### config.mk
export PLATFORM = sky130hd
export DESIGN_NAME = ntt_mem_agu_flat
export DESIGN_NICKNAME = d
export VERILOG_FILES = /design/src/rtl/ntt_agu_pkg.sv /design/src/rtl/ntt_mem_agu_if.sv /design/src/rtl/ntt_bank_map.sv /design/src/rtl/ntt_mem_agu.sv /design/src/flat_wrapper.sv
export SDC_FILE = /design/constraint.sdc
export NUM_CORES = 1
export LEC_CHECK = 0
export ABC_CLOCK_PERIOD_IN_PS = 12800
export BUFFER_PORTS_ARGS = -buffer_cell sky130_fd_sc_hd__buf_2
export CORE_UTILIZATION = 43
export DETAILED_ROUTE_END_ITERATION = 7
export PLACE_DENSITY = 0.7
export SYNTH_ARGS = -nofsm -noshare
export SYNTH_HDL_FRONTEND = slang
export SYNTH_SLANG_ARGS = --single-unit
### constraint.sdc
create_clock -name clk -period 12.8 [get_ports clk]
set_input_delay 2.56 -clock clk [delete_from_list [all_inputs] [get_ports clk]]
set_output_delay 2.56 -clock clk [all_outputs]
set_load 0.02 [all_outputs]
### src/rtl/ntt_agu_pkg.sv
// ntt_agu_pkg: shared types, constants and helpers for the radix-16 NTT
// address generator.
//   - RADIX/LANES constants, FSM state enum
//   - per-lane MA/BN array typedefs and the write-back pipe entry
//   - num_stages/stage_width sizing helpers, digit_sum_mod16 bank hash
// MA_width/BANK_width default to a 4096-point memory (8-bit MA, 4-bit bank).
`ifndef MA_width
`define MA_width 8
`endif
`ifndef BANK_width
`define BANK_width 4
`endif

package ntt_agu_pkg;

  localparam int unsigned RADIX = 16;
  localparam int unsigned LANES = 16;

  typedef enum logic [1:0] {IDLE, READ, DRAIN, DONE} agu_state_t;

  typedef logic [LANES-1:0][`MA_width-1:0]   ma_lane_t;
  typedef logic [LANES-1:0][`BANK_width-1:0] bn_lane_t;

  typedef struct packed {
    logic     valid;
    ma_lane_t ma;
    bn_lane_t bn;
  } wb_entry_t;

  function automatic int unsigned num_stages(input int unsigned n);
    return $clog2(n) / $clog2(RADIX);
  endfunction

  function automatic int unsigned stage_width(input int unsigned n);
    return $clog2(num_stages(n)) + 1;
  endfunction

  // Sum of all radix-16 digits, wrapping mod 16; leading zero digits add nothing.
  function automatic logic [3:0] digit_sum_mod16(input logic [31:0] v);
    logic [3:0] s;
    s = '0;
    for (int unsigned i = 0; i < 8; i++) s = s + v[4*i +: 4];
    return s;
  endfunction

endpackage

### src/rtl/ntt_mem_agu_if.sv
// ntt_mem_agu_if: control and address bus between the AGU and the 16-bank
// memory. master = AGU side, slave = memory / test side.
//   start, busy, done, stage_idx, LAST_STAGE : sequencing
//   r_enable, MA_idx, BN_idx                 : read issue, 16 lanes
//   w_enable, R16_w_MA_idx, R16_w_BN_idx     : write-back issue, 16 lanes
interface ntt_mem_agu_if
  import ntt_agu_pkg::*;
#(
  parameter int unsigned N = 4096
);
  localparam int unsigned SW = stage_width(N);

  logic          start;
  logic          busy;
  logic          done;
  logic [SW-1:0] stage_idx;
  logic          LAST_STAGE;
  logic          r_enable;
  ma_lane_t      MA_idx;
  bn_lane_t      BN_idx;
  logic          w_enable;
  ma_lane_t      R16_w_MA_idx;
  bn_lane_t      R16_w_BN_idx;

  modport master (
    input  start,
    output busy, done, stage_idx, LAST_STAGE,
    output r_enable, MA_idx, BN_idx,
    output w_enable, R16_w_MA_idx, R16_w_BN_idx
  );

  modport slave (
    output start,
    input  busy, done, stage_idx, LAST_STAGE,
    input  r_enable, MA_idx, BN_idx,
    input  w_enable, R16_w_MA_idx, R16_w_BN_idx
  );
endinterface

### src/rtl/ntt_bank_map.sv
// ntt_bank_map: combinational lane address for one butterfly lane.
//   g   : group number within the stage
//   pos : radix-16 digit position the butterfly spans (S-1-stage)
//   ma  : memory address (idx >> 4)
//   bn  : bank (digit sum of idx mod 16)
// LANE selects which value of the spanned digit this instance produces.
module ntt_bank_map
  import ntt_agu_pkg::*;
#(
  parameter int unsigned N    = 4096,
  parameter int unsigned LANE = 0
) (
  input  logic [$clog2(N)-5:0]      g,
  input  logic [stage_width(N)-1:0] pos,
  output logic [`MA_width-1:0]      ma,
  output logic [`BANK_width-1:0]    bn
);
  localparam int unsigned IW = $clog2(N);

  logic [IW-1:0] gx, hi, mid, lo, idx;

  // Insert the lane digit at position pos, splitting g around it.
  always_comb begin
    gx  = IW'(g);
    hi  = (gx >> (4*pos)) << (4*(pos+1));
    mid = IW'(LANE) << (4*pos);
    lo  = gx & ((IW'(1) << (4*pos)) - IW'(1));
    idx = hi | mid | lo;
    ma  = `MA_width'(idx >> 4);
    bn  = `BANK_width'(digit_sum_mod16(32'(idx)));
  end
endmodule

### src/rtl/ntt_mem_agu.sv
// ntt_mem_agu: conflict-free address generator for in-place radix-16 NTT.
//   clk, rst : clock, synchronous active-high reset
//   bus      : ntt_mem_agu_if.master (start/busy/done/stage, read lanes,
//              write-back lanes delayed PIPE_LAT cycles)
// Each stage issues N/16 groups on consecutive cycles, then drains the
// write pipe before the next stage's first read.
module ntt_mem_agu
  import ntt_agu_pkg::*;
#(
  parameter int unsigned N        = 4096,
  parameter int unsigned PIPE_LAT = 4
) (
  input  logic                clk,
  input  logic                rst,
  ntt_mem_agu_if.master       bus
);
  localparam int unsigned S  = num_stages(N);
  localparam int unsigned SW = stage_width(N);
  localparam int unsigned GW = $clog2(N) - 4;
  localparam logic [GW-1:0] G_LAST = '1;
  localparam logic [SW-1:0] S_LAST = SW'(S - 1);

  agu_state_t    state;
  logic [GW-1:0] g;
  logic [SW-1:0] iss_stage, iss_pos;
  logic [GW-1:0] iss_g;
  ma_lane_t      map_ma;
  bn_lane_t      map_bn;
  wb_entry_t     pipe [PIPE_LAT];
  logic          pending;

  // The group that would be issued on this edge, whatever the state does with it.
  always_comb begin
    iss_stage = bus.stage_idx;
    iss_g     = g;
    case (state)
      IDLE:    begin iss_stage = '0; iss_g = '0; end
      DRAIN:   begin iss_stage = bus.stage_idx + SW'(1); iss_g = '0; end
      default: ;
    endcase
    iss_pos = S_LAST - iss_stage;
  end

  for (genvar j = 0; j < LANES; j++) begin : g_lane
    ntt_bank_map #(.N(N), .LANE(j)) u_map (
      .g   (iss_g),
      .pos (iss_pos),
      .ma  (map_ma[j]),
      .bn  (map_bn[j])
    );
  end

  // Writes still to come after this edge: the read on the bus now plus
  // every pipe slot except the one currently driving the write port.
  always_comb begin
    pending = bus.r_enable;
    for (int unsigned k = 0; k + 1 < PIPE_LAT; k++) pending = pending | pipe[k].valid;
  end

  always_ff @(posedge clk) begin
    if (rst) begin
      state          <= IDLE;
      g              <= '0;
      bus.busy       <= 1'b0;
      bus.done       <= 1'b0;
      bus.stage_idx  <= '0;
      bus.LAST_STAGE <= 1'b0;
      bus.r_enable   <= 1'b0;
      bus.MA_idx     <= '0;
      bus.BN_idx     <= '0;
    end else begin
      bus.done     <= 1'b0;
      bus.r_enable <= 1'b0;
      case (state)
        IDLE: if (bus.start) begin
          state          <= READ;
          bus.busy       <= 1'b1;
          bus.r_enable   <= 1'b1;
          bus.MA_idx     <= map_ma;
          bus.BN_idx     <= map_bn;
          bus.stage_idx  <= iss_stage;
          bus.LAST_STAGE <= (iss_stage == S_LAST);
          g              <= GW'(1);
        end
        READ: begin
          bus.r_enable <= 1'b1;
          bus.MA_idx   <= map_ma;
          bus.BN_idx   <= map_bn;
          g            <= g + GW'(1);
          if (g == G_LAST) state <= DRAIN;
        end
        DRAIN: if (!pending) begin
          if (bus.stage_idx == S_LAST) begin
            state    <= DONE;
            bus.busy <= 1'b0;
            bus.done <= 1'b1;
          end else begin
            state          <= READ;
            bus.r_enable   <= 1'b1;
            bus.MA_idx     <= map_ma;
            bus.BN_idx     <= map_bn;
            bus.stage_idx  <= iss_stage;
            bus.LAST_STAGE <= (iss_stage == S_LAST);
            g              <= GW'(1);
          end
        end
        DONE:    state <= IDLE;
        default: state <= IDLE;
      endcase
    end
  end

  always_ff @(posedge clk) begin
    if (rst) begin
      for (int unsigned k = 0; k < PIPE_LAT; k++) pipe[k] <= '0;
    end else begin
      pipe[0] <= {bus.r_enable, bus.MA_idx, bus.BN_idx};
      for (int unsigned k = 1; k < PIPE_LAT; k++) pipe[k] <= pipe[k-1];
    end
  end

  assign bus.w_enable     = pipe[PIPE_LAT-1].valid;
  assign bus.R16_w_MA_idx = pipe[PIPE_LAT-1].ma;
  assign bus.R16_w_BN_idx = pipe[PIPE_LAT-1].bn;
endmodule

### src/flat_wrapper.sv
// flat-port wrapper written by rule: the top's interface ports become plain ports
module ntt_mem_agu_flat import ntt_agu_pkg::*;
#(
  parameter int unsigned N        = 4096,
  parameter int unsigned PIPE_LAT = 4
)
  (clk, rst, bus_start, bus_busy, bus_done, bus_stage_idx, bus_LAST_STAGE, bus_r_enable, bus_MA_idx, bus_BN_idx, bus_w_enable, bus_R16_w_MA_idx, bus_R16_w_BN_idx);
  ntt_mem_agu_if #(.N(N)) bus_i ();
  input  logic clk;
  input  logic rst;
  input wire logic [$bits(bus_i.start)-1:0] bus_start;
  output wire logic [$bits(bus_i.busy)-1:0] bus_busy;
  output wire logic [$bits(bus_i.done)-1:0] bus_done;
  output wire logic [$bits(bus_i.stage_idx)-1:0] bus_stage_idx;
  output wire logic [$bits(bus_i.LAST_STAGE)-1:0] bus_LAST_STAGE;
  output wire logic [$bits(bus_i.r_enable)-1:0] bus_r_enable;
  output wire logic [$bits(bus_i.MA_idx)-1:0] bus_MA_idx;
  output wire logic [$bits(bus_i.BN_idx)-1:0] bus_BN_idx;
  output wire logic [$bits(bus_i.w_enable)-1:0] bus_w_enable;
  output wire logic [$bits(bus_i.R16_w_MA_idx)-1:0] bus_R16_w_MA_idx;
  output wire logic [$bits(bus_i.R16_w_BN_idx)-1:0] bus_R16_w_BN_idx;
  assign bus_i.start = bus_start;
  assign bus_busy = bus_i.busy;
  assign bus_done = bus_i.done;
  assign bus_stage_idx = bus_i.stage_idx;
  assign bus_LAST_STAGE = bus_i.LAST_STAGE;
  assign bus_r_enable = bus_i.r_enable;
  assign bus_MA_idx = bus_i.MA_idx;
  assign bus_BN_idx = bus_i.BN_idx;
  assign bus_w_enable = bus_i.w_enable;
  assign bus_R16_w_MA_idx = bus_i.R16_w_MA_idx;
  assign bus_R16_w_BN_idx = bus_i.R16_w_BN_idx;
  ntt_mem_agu #(.N(N), .PIPE_LAT(PIPE_LAT)) u_core (.clk(clk), .rst(rst), .bus(bus_i));
endmodule
### Word-level counts from Yosys, hierarchy flattened

Memories as Yosys holds them, arrays and structs flattened.
Index checks and enable logic that the tools add are counted.

| storage, ports and cells | value |
|---|---|
| register bits | 209 |
| latch bits | 0 |
| RAM bits | 772 |
| bits in read-only memories | 0 |
| input port bits | 3 |
| output and inout bits | 392 |
| logic and storage cells | 199 |
| memories kept | 1 |

| cells by class | value |
|---|---|
| add/sub/neg operators | 37 |
| $mul | 0 |
| div/mod/pow operators | 0 |
| magnitude comparators | 0 |
| equality and inequality tests | 11 |
| shifts and indexed selects | 18 |
| mux-type cells | 43 |
| bitwise gates (word level) | 41 |
| reductions and logical operators | 9 |

Memory list:

| name | words | bits a word | read ports | clocked after memory_dff | wr ports | line | text |
|---|---|---|---|---|---|---|---|
| u_core.pipe | 4 | 193 | 4 | 0 | 4 | ntt_mem_agu.sv:29 | `wb_entry_t pipe [PIPE_LAT];` |

Operators with widths:

| operator | count |
|---|---|
| $mux W193 | 4 |
| $mux W128 | 3 |
| $or A12 B12 Y12 | 32 |
| $pmux W128 S3 | 1 |
| $mux W64 | 3 |
| $pmux W64 S3 | 1 |
| $add A4 B4 Y4 | 32 |
| $shl A4 B5 Y12 const A | 8 |
| $shl A3 B5 Y12 const A | 4 |
| $mux W8 | 4 |
| $pmux W8 S3 | 1 |
| $shl A1 B5 Y12 const A | 2 |
| $shl A2 B5 Y12 const A | 2 |
| $mux W1 | 13 |
| $and A8 B12 Y12 | 1 |
| $pmux W3 S2 | 2 |
| $reduce_and A4 Y1 | 3 |
| $shl A12 B6 Y12 | 1 |
| $shr A8 B5 Y12 | 1 |
| $sub A12 B1 Y12 const B | 1 |
| $mux W3 | 3 |
| $add A8 B1 Y8 const B | 1 |
| $eq A8 B8 Y1 const B | 1 |
| $mux W2 | 4 |
| 19 further kinds | 31 |

### Depth between registers and ports, before layout

| depth | value |
|---|---|
| depth in word-level cells | 12 |
| depth in mapped cells | 20 |
| mapped depth without buffers | 18 |

### By module

Synthesis repeated with hierarchy kept, for this count alone.

| second synthesis, totals | value |
|---|---|
| cell total of the unflattened synthesis | 3,374 |
| area total of the unflattened synthesis | 34,958.5 um^2 |

Modules (own cells, without submodules):

| module | times used | cells each | area each (um^2) | seq. area each (um^2) |
|---|---|---|---|---|
| ntt_mem_agu | 1 | 2,575 | 28,117.0 | 19,638.8 |
| ntt_bank_map (u_core.g_lane[15].u_map) | 1 | 62 | 515.5 | 0.0 |
| ntt_bank_map (u_core.g_lane[10].u_map) | 1 | 57 | 459.2 | 0.0 |
| ntt_bank_map (u_core.g_lane[4].u_map) | 1 | 59 | 449.2 | 0.0 |
| ntt_bank_map (u_core.g_lane[13].u_map) | 1 | 53 | 440.4 | 0.0 |
| ntt_bank_map (u_core.g_lane[12].u_map) | 1 | 51 | 435.4 | 0.0 |
| ntt_bank_map (u_core.g_lane[1].u_map) | 1 | 49 | 435.4 | 0.0 |
| ntt_bank_map (u_core.g_lane[5].u_map) | 1 | 55 | 431.7 | 0.0 |
| ntt_bank_map (u_core.g_lane[11].u_map) | 1 | 49 | 430.4 | 0.0 |
| ntt_bank_map (u_core.g_lane[7].u_map) | 1 | 49 | 429.2 | 0.0 |
| ntt_bank_map (u_core.g_lane[14].u_map) | 1 | 47 | 424.2 | 0.0 |
| ntt_bank_map (u_core.g_lane[3].u_map) | 1 | 45 | 417.9 | 0.0 |
| ntt_bank_map (u_core.g_lane[9].u_map) | 1 | 48 | 411.6 | 0.0 |
| ntt_bank_map (u_core.g_lane[6].u_map) | 1 | 45 | 409.1 | 0.0 |
| 3 more rows | -- | -- | -- | -- |

### Worst setup path after synthesis

OpenSTA, ideal clock, no wires.

| path | value |
|---|---|
| path type | register to register |
| start | register u_core.bus.stage_idx[0] |
| end | register u_core.bus.BN_idx[63] |
| setup time | 0.117 ns |
| data arrival time | 5.213 ns |
| required time | 12.683 ns |
| slack | 7.470 ns |
| stages on the path, launching flop included | 20 |
| buffers on the path | 2 |
| clock period less this slack | 5.330 ns |
| cell sequence | dfxtp_1 > buf_1 > nor3b_1 > a21oi_1 > inv_1 > ha_1 > buf_2 > or4_4 > a21o_4 > ha_1 > and3_1 > a31oi_1 > nand2_1 > fa_1 > ha_1 > a21oi_1 > xnor2_1 > xnor2_1 > xnor3_1 > a22o_1 |

| on the way | value |
|---|---|
| word-level cells in the longest chain between the ends | 12 |
| elaborated cells on any way between the ends | 21 |
| classes of those cells | 6 x add/sub; 2 x eq/ne; 4 x shift; 5 x mux; 3 x bitwise; 1 x reduce/logical |

Ends and longest elaborated chain:

| what | line | text |
|---|---|---|
| start: declaration | ntt_mem_agu_if.sv:27 | `output busy, done, stage_idx, LAST_STAGE,` |
| start signal: assignment | ntt_mem_agu.sv:81 | `bus.stage_idx <= iss_stage;` |
| start signal: assignment | ntt_mem_agu.sv:102 | `bus.stage_idx <= iss_stage;` |
| $add A3 B1 Y3 | ntt_mem_agu.sv:38 | `DRAIN: begin iss_stage = bus.stage_idx + SW'(1); iss_g = '0; end` |
| $pmux W3 S2 (*) | ntt_mem_agu.sv:36 | `case (state)` |
| $sub A2 B3 Y3 (*) | ntt_mem_agu.sv:41 | `iss_pos = S_LAST - iss_stage;` |
| via u_core.g_lane[0].u_map.pos[0] | ntt_bank_map.sv:14 | `input logic [stage_width(N)-1:0] pos,` |
| $shr A8 B5 Y12, or another cell as far along | ntt_bank_map.sv:25 | `hi = (gx >> (4*pos)) << (4*(pos+1));` |
| $shl A12 B6 Y12 or $sub A12 B1 Y12 (tied branches) | ntt_bank_map.sv:25, ntt_bank_map.sv:27 |  |
| $or A12 B12 Y12 or $and A8 B12 Y12 (tied branches) | ntt_bank_map.sv:28, ntt_bank_map.sv:27 |  |
| $or A12 B12 Y12 (*) | ntt_bank_map.sv:28 | `idx = hi \| mid \| lo;` |
| $add A4 B4 Y4 | ntt_agu_pkg.sv:42 | `for (int unsigned i = 0; i < 8; i++) s = s + v[4*i +: 4];` |
| $add A4 B4 Y4 (*) | ntt_agu_pkg.sv:42 |  |
| $mux W64 | ntt_mem_agu.sv:93 | `if (bus.stage_idx == S_LAST) begin` |
| $mux W64 | ntt_mem_agu.sv:92 | `DRAIN: if (!pending) begin` |
| $pmux W64 S3 (*) | ntt_mem_agu.sv:74 | `case (state)` |
| end signal: assignment | ntt_mem_agu.sv:80 | `bus.BN_idx <= map_bn;` |
| end signal: assignment | ntt_mem_agu.sv:88 | `bus.BN_idx <= map_bn;` |
| end signal: assignment | ntt_mem_agu.sv:101 | `bus.BN_idx <= map_bn;` |
| end: declaration | ntt_mem_agu_if.sv:28 | `output r_enable, MA_idx, BN_idx,` |

Mark *: on every way through the listed nets, which the timed path passes. The rest lies on a longest branch. The select of a mux whose other input is x is not followed.
A chain may end at the register's enable or synchronous reset.

### Final worst setup path

| path | value |
|---|---|
| start | register u_core.state[0] |
| end | register u_core.bus.BN_idx[55] |

| on the way | value |
|---|---|
| word-level cells in the longest chain between the ends | 12 |
| elaborated cells on any way between the ends | 27 |
| classes of those cells | 5 x add/sub; 5 x eq/ne; 4 x shift; 6 x mux; 3 x bitwise; 4 x reduce/logical |

Ends and longest elaborated chain:

| what | line | text |
|---|---|---|
| start: declaration | ntt_mem_agu.sv:23 | `agu_state_t state;` |
| start signal: assignment | ntt_mem_agu.sv:62 | `state <= IDLE;` |
| start signal: assignment | ntt_mem_agu.sv:76 | `state <= READ;` |
| start signal: assignment | ntt_mem_agu.sv:90 | `if (g == G_LAST) state <= DRAIN;` |
| $eq A2 B2 Y1 or $logic_not A2 Y1 (tied branches) | ntt_mem_agu.sv:36 |  |
| $pmux W3 S2 (*) | ntt_mem_agu.sv:36 |  |
| $sub A2 B3 Y3 (*) | ntt_mem_agu.sv:41 |  |
| via u_core.g_lane[0].u_map.pos[0] | ntt_bank_map.sv:14 |  |
| $shr A8 B5 Y12, or another cell as far along | ntt_bank_map.sv:25 |  |
| $shl A12 B6 Y12 or $sub A12 B1 Y12 (tied branches) | ntt_bank_map.sv:25, ntt_bank_map.sv:27 |  |
| $or A12 B12 Y12 or $and A8 B12 Y12 (tied branches) | ntt_bank_map.sv:28, ntt_bank_map.sv:27 |  |
| $or A12 B12 Y12 (*) | ntt_bank_map.sv:28 |  |
| $add A4 B4 Y4 | ntt_agu_pkg.sv:42 |  |
| $add A4 B4 Y4 (*) | ntt_agu_pkg.sv:42 |  |
| $mux W64 | ntt_mem_agu.sv:93 |  |
| $mux W64 | ntt_mem_agu.sv:92 |  |
| $pmux W64 S3 (*) | ntt_mem_agu.sv:74 |  |

Marked as above.

==> flow_summary.toml <==
[global_route]
antenna_found_initial = 0
grt_pass1_vias = 5848
grt_max_degree = 84
grt_usage_pct = 15.3
grt_overflow = 0
grt_first_pass_wirelength_um = 32300

[clocking]
postCtsHoldBufs = 0
cts_made_buffers = 26
cts_tree = "built"
cts_root_buf = "clkbuf_16"
cts.path.max_buffers = 3
path_clk_slew_ps = 60
cts_max_level = 1
clkSinkCount = 251
cts.repair.resized = 0
clk_latency_ps = 530
post_cts_buffers = 0

[routing]
final_antenna_net_count = 0
wl_um = 21500
dr.first_iter.drc_count = 354
via_per_inst = 4.31
drc = 0
first_pass_iters = 4
dr_total_vias = 6732
routedWlPerCell_um = 13.8

[synth]
synthTopCellsByArea = "dfxtp_1 44%, buf_4 22%, nor2b_1 10%"
ys_ff_latch = 251
avgSynthCellArea_um2 = 9.78
yosysUniqueCellTypes = 58
ys_seq_area_share_pct = 44.1
synth_top_cell_by_area = "dfxtp_1"
yosysWarnings = 0
syn_nets = 1197
synth_area_um2 = 11400
synth_edf_count = 0
ys_dominant_reg_cell = "dfxtp_1"
synthArstFlopShare_pct = 0
synth.top_cell.area_share_pct = 44.1
syn-instance-count = 1166

[sta]
period_share_pct = 45.5
drv_slew = 0
setup_slack_ps = 6970
tightest_slew_ps = 914
tns_ps = 0
skew_ps = 9.82
rsz0062_at_grt = "false"
slew_headroom_pct = 38.9
timing.fmax_mhz = 172
setup_viol = 0
hold_viol = 0
period_needed_ps = 5830

[outcome]
outcome = "complete, no violations"

[floorplanning]
dieArea_um2 = 27200
die_y_um = 165
ios = 395
coreArea_um2 = 26100
initial_utilization_pct = 43.8
die_w_um = 165
num_rows = 59

[critical_path]
crit_chain = "nor3b_1 > a21oi_1 > inv_1 > ha_1 > or4_4 > nand2_1 > nand2_1 > ha_1 > nor2_1 > a31oi_1 > a21bo_2 > fa_1 > ha_1 > fa_1 > xnor2_1 > xnor2_1 > xnor3_1 > a211oi_2"
path_buf_inv = 1
startpoint_type = "flop"
slowest_delay_ps = 790
crit_top_cell = "ha_1"
critPathCaptureType = "flop"
worstPathArrival_ps = 6270
path_max_fanout = 24
worstPathRequired_ps = 13250
crit_family = "adder cells"
crit_path_top_delay_cell = "dfxtp_1"
path_class = "reg2reg"

[placement]
dp_slack_ps = 7010
place_hpwl_um = 15400
gp_congestion = 0.867
io_buffer_count = 394

[final_layout]
antenna_cells = 0
syn_to_final_growth_pct = 5.41
final_common_cell = "buf_2"
drive_above_1_share_pct = 37.1
layout_common_cells = "393 x buf_2, 251 x dfxtp_1, 191 x nor2b_1"
fin_nets = 1239

[min_path]
hp-class = "reg2reg"

[job]
drv_cap = 0

[power]
irDropWorstVdd_uv = 106
p_leak_nw = 6.15
power_density_nw_per_um2 = 184
-- final timing paths --
| kind | start | to | slack (ps) | cells past startpoint |
|---|---|---|---|---|
| hold reg to reg | u_core.pipe[0][235] | u_core.pipe[0][428] | 430 | 1 |
| setup reg to reg | u_core.state[0] | u_core.bus.BN_idx[55] | 6970 | 18 |
| setup / recovery | u_core.state[0] | u_core.bus.BN_idx[55] | 6970 | 18 |
| hold / removal | u_core.pipe[0][235] | u_core.pipe[0][428] | 430 | 1 |
-- power breakdown --
group | switching [mW] | total (mW) | internal, mW | leakage, nW
clock network | 0.300 | 0.756 | 0.455 | 0.436
registers | 0.0616 | 0.911 | 0.849 | 2.04
logic | 0.343 | 0.549 | 0.207 | 3.68
-- flip-flops by register name, summed over array words and instances (netlist names) --
signal                 flops
u_core.bus.busy            1
u_core.bus.done            1
u_core.bus.BN_idx         30
u_core.g                   8
u_core.bus.r_enable        1
u_core.bus.stage_idx       3
u_core.pipe              188
u_core.bus.MA_idx         16
u_core.state               2
u_core.bus.LAST_STAGE      1
-- logic make-up (layout without fill, tap and decap cells) --
group / after synthesis / count (layout) / synth area share [%]
AND/OR/NAND/NOR: 341 / 341 / 16.8
flip-flops: 251 / 251 / 44.1
adder cells (fa/ha/maj): 28 / 28 / 3.60
XOR/XNOR: 54 / 54 / 5.12
AO/OA/AOI/OAI: 89 / 89 / 5.71
buffers and inverters: 399 / 460 / 24.4
multiplexers: 4 / 4 / 0.351
-- metal layers --
metal / vias up / track usage, % / routed length, um
li1: 3462 / - / -
met2: 193 / 25.8 / 10400
met3: 28 / 2.79 / 1180
met4: 0 / 4.88 / 434
met1: 3049 / 19.7 / 9500
met5: - / 0 / 0
-- per-stage QoR --
stage | util, % | cell area (um^2) | std cells | hold slack [ps] | total power [mW]
after detailed placement | 42.8 | 11100 | 1515 | 420 | 1.49
final | 46.1 | 12000 | 1562 | 431 | 2.22
after global placement | 42.8 | 11100 | 1515 | 416 | 1.48
after floorplan | - | 11400 | 1166 | 414 | 1.40
after global routing | 46.1 | 12000 | 1562 | 438 | 2.33
after CTS | 46.1 | 12000 | 1562 | 435 | 2.25
-- final cells by class --
type	count	area, um^2
Clock buffer	38	766
Fill cell	2482	14000
Sequential cell	251	5020
Multi-Input combinational cell	516	3630
Timing Repair Buffer	399	2020
Clock inverter	9	114
Inverter	14	52.6
Tap cell	335	419
-- worst register-to-register path, stage by stage, from the launching register on --
cell      delay (ps)
dfxtp_1          790
nor3b_1          150
a21oi_1          430
inv_1            210
ha_1             380
or4_4            620
nand2_1          140
nand2_1          150
ha_1             330
nor2_1            40
a31oi_1          230
a21bo_2          280
fa_1             440
ha_1             260
fa_1             390
xnor2_1          270
xnor2_1          160
xnor3_1          250
a211oi_2         230
-- synthesized netlist by cell type, drive strengths merged (4+ instances only) --
cell type	n
xnor3	7
ha	20
xor2	12
nor2b	191
nand3	9
clkbuf	38
nand2b	11
xnor2	34
dfxtp	251
nand2	45
mux2i	4
nor2	47
nor3	12
buf	347
o21ai	6
inv	14
a211oi	18
or3	4
a31oi	6
nand4	5
fa	8
a22o	14
a21oi	26
Power figures use the tool's default switching activity.
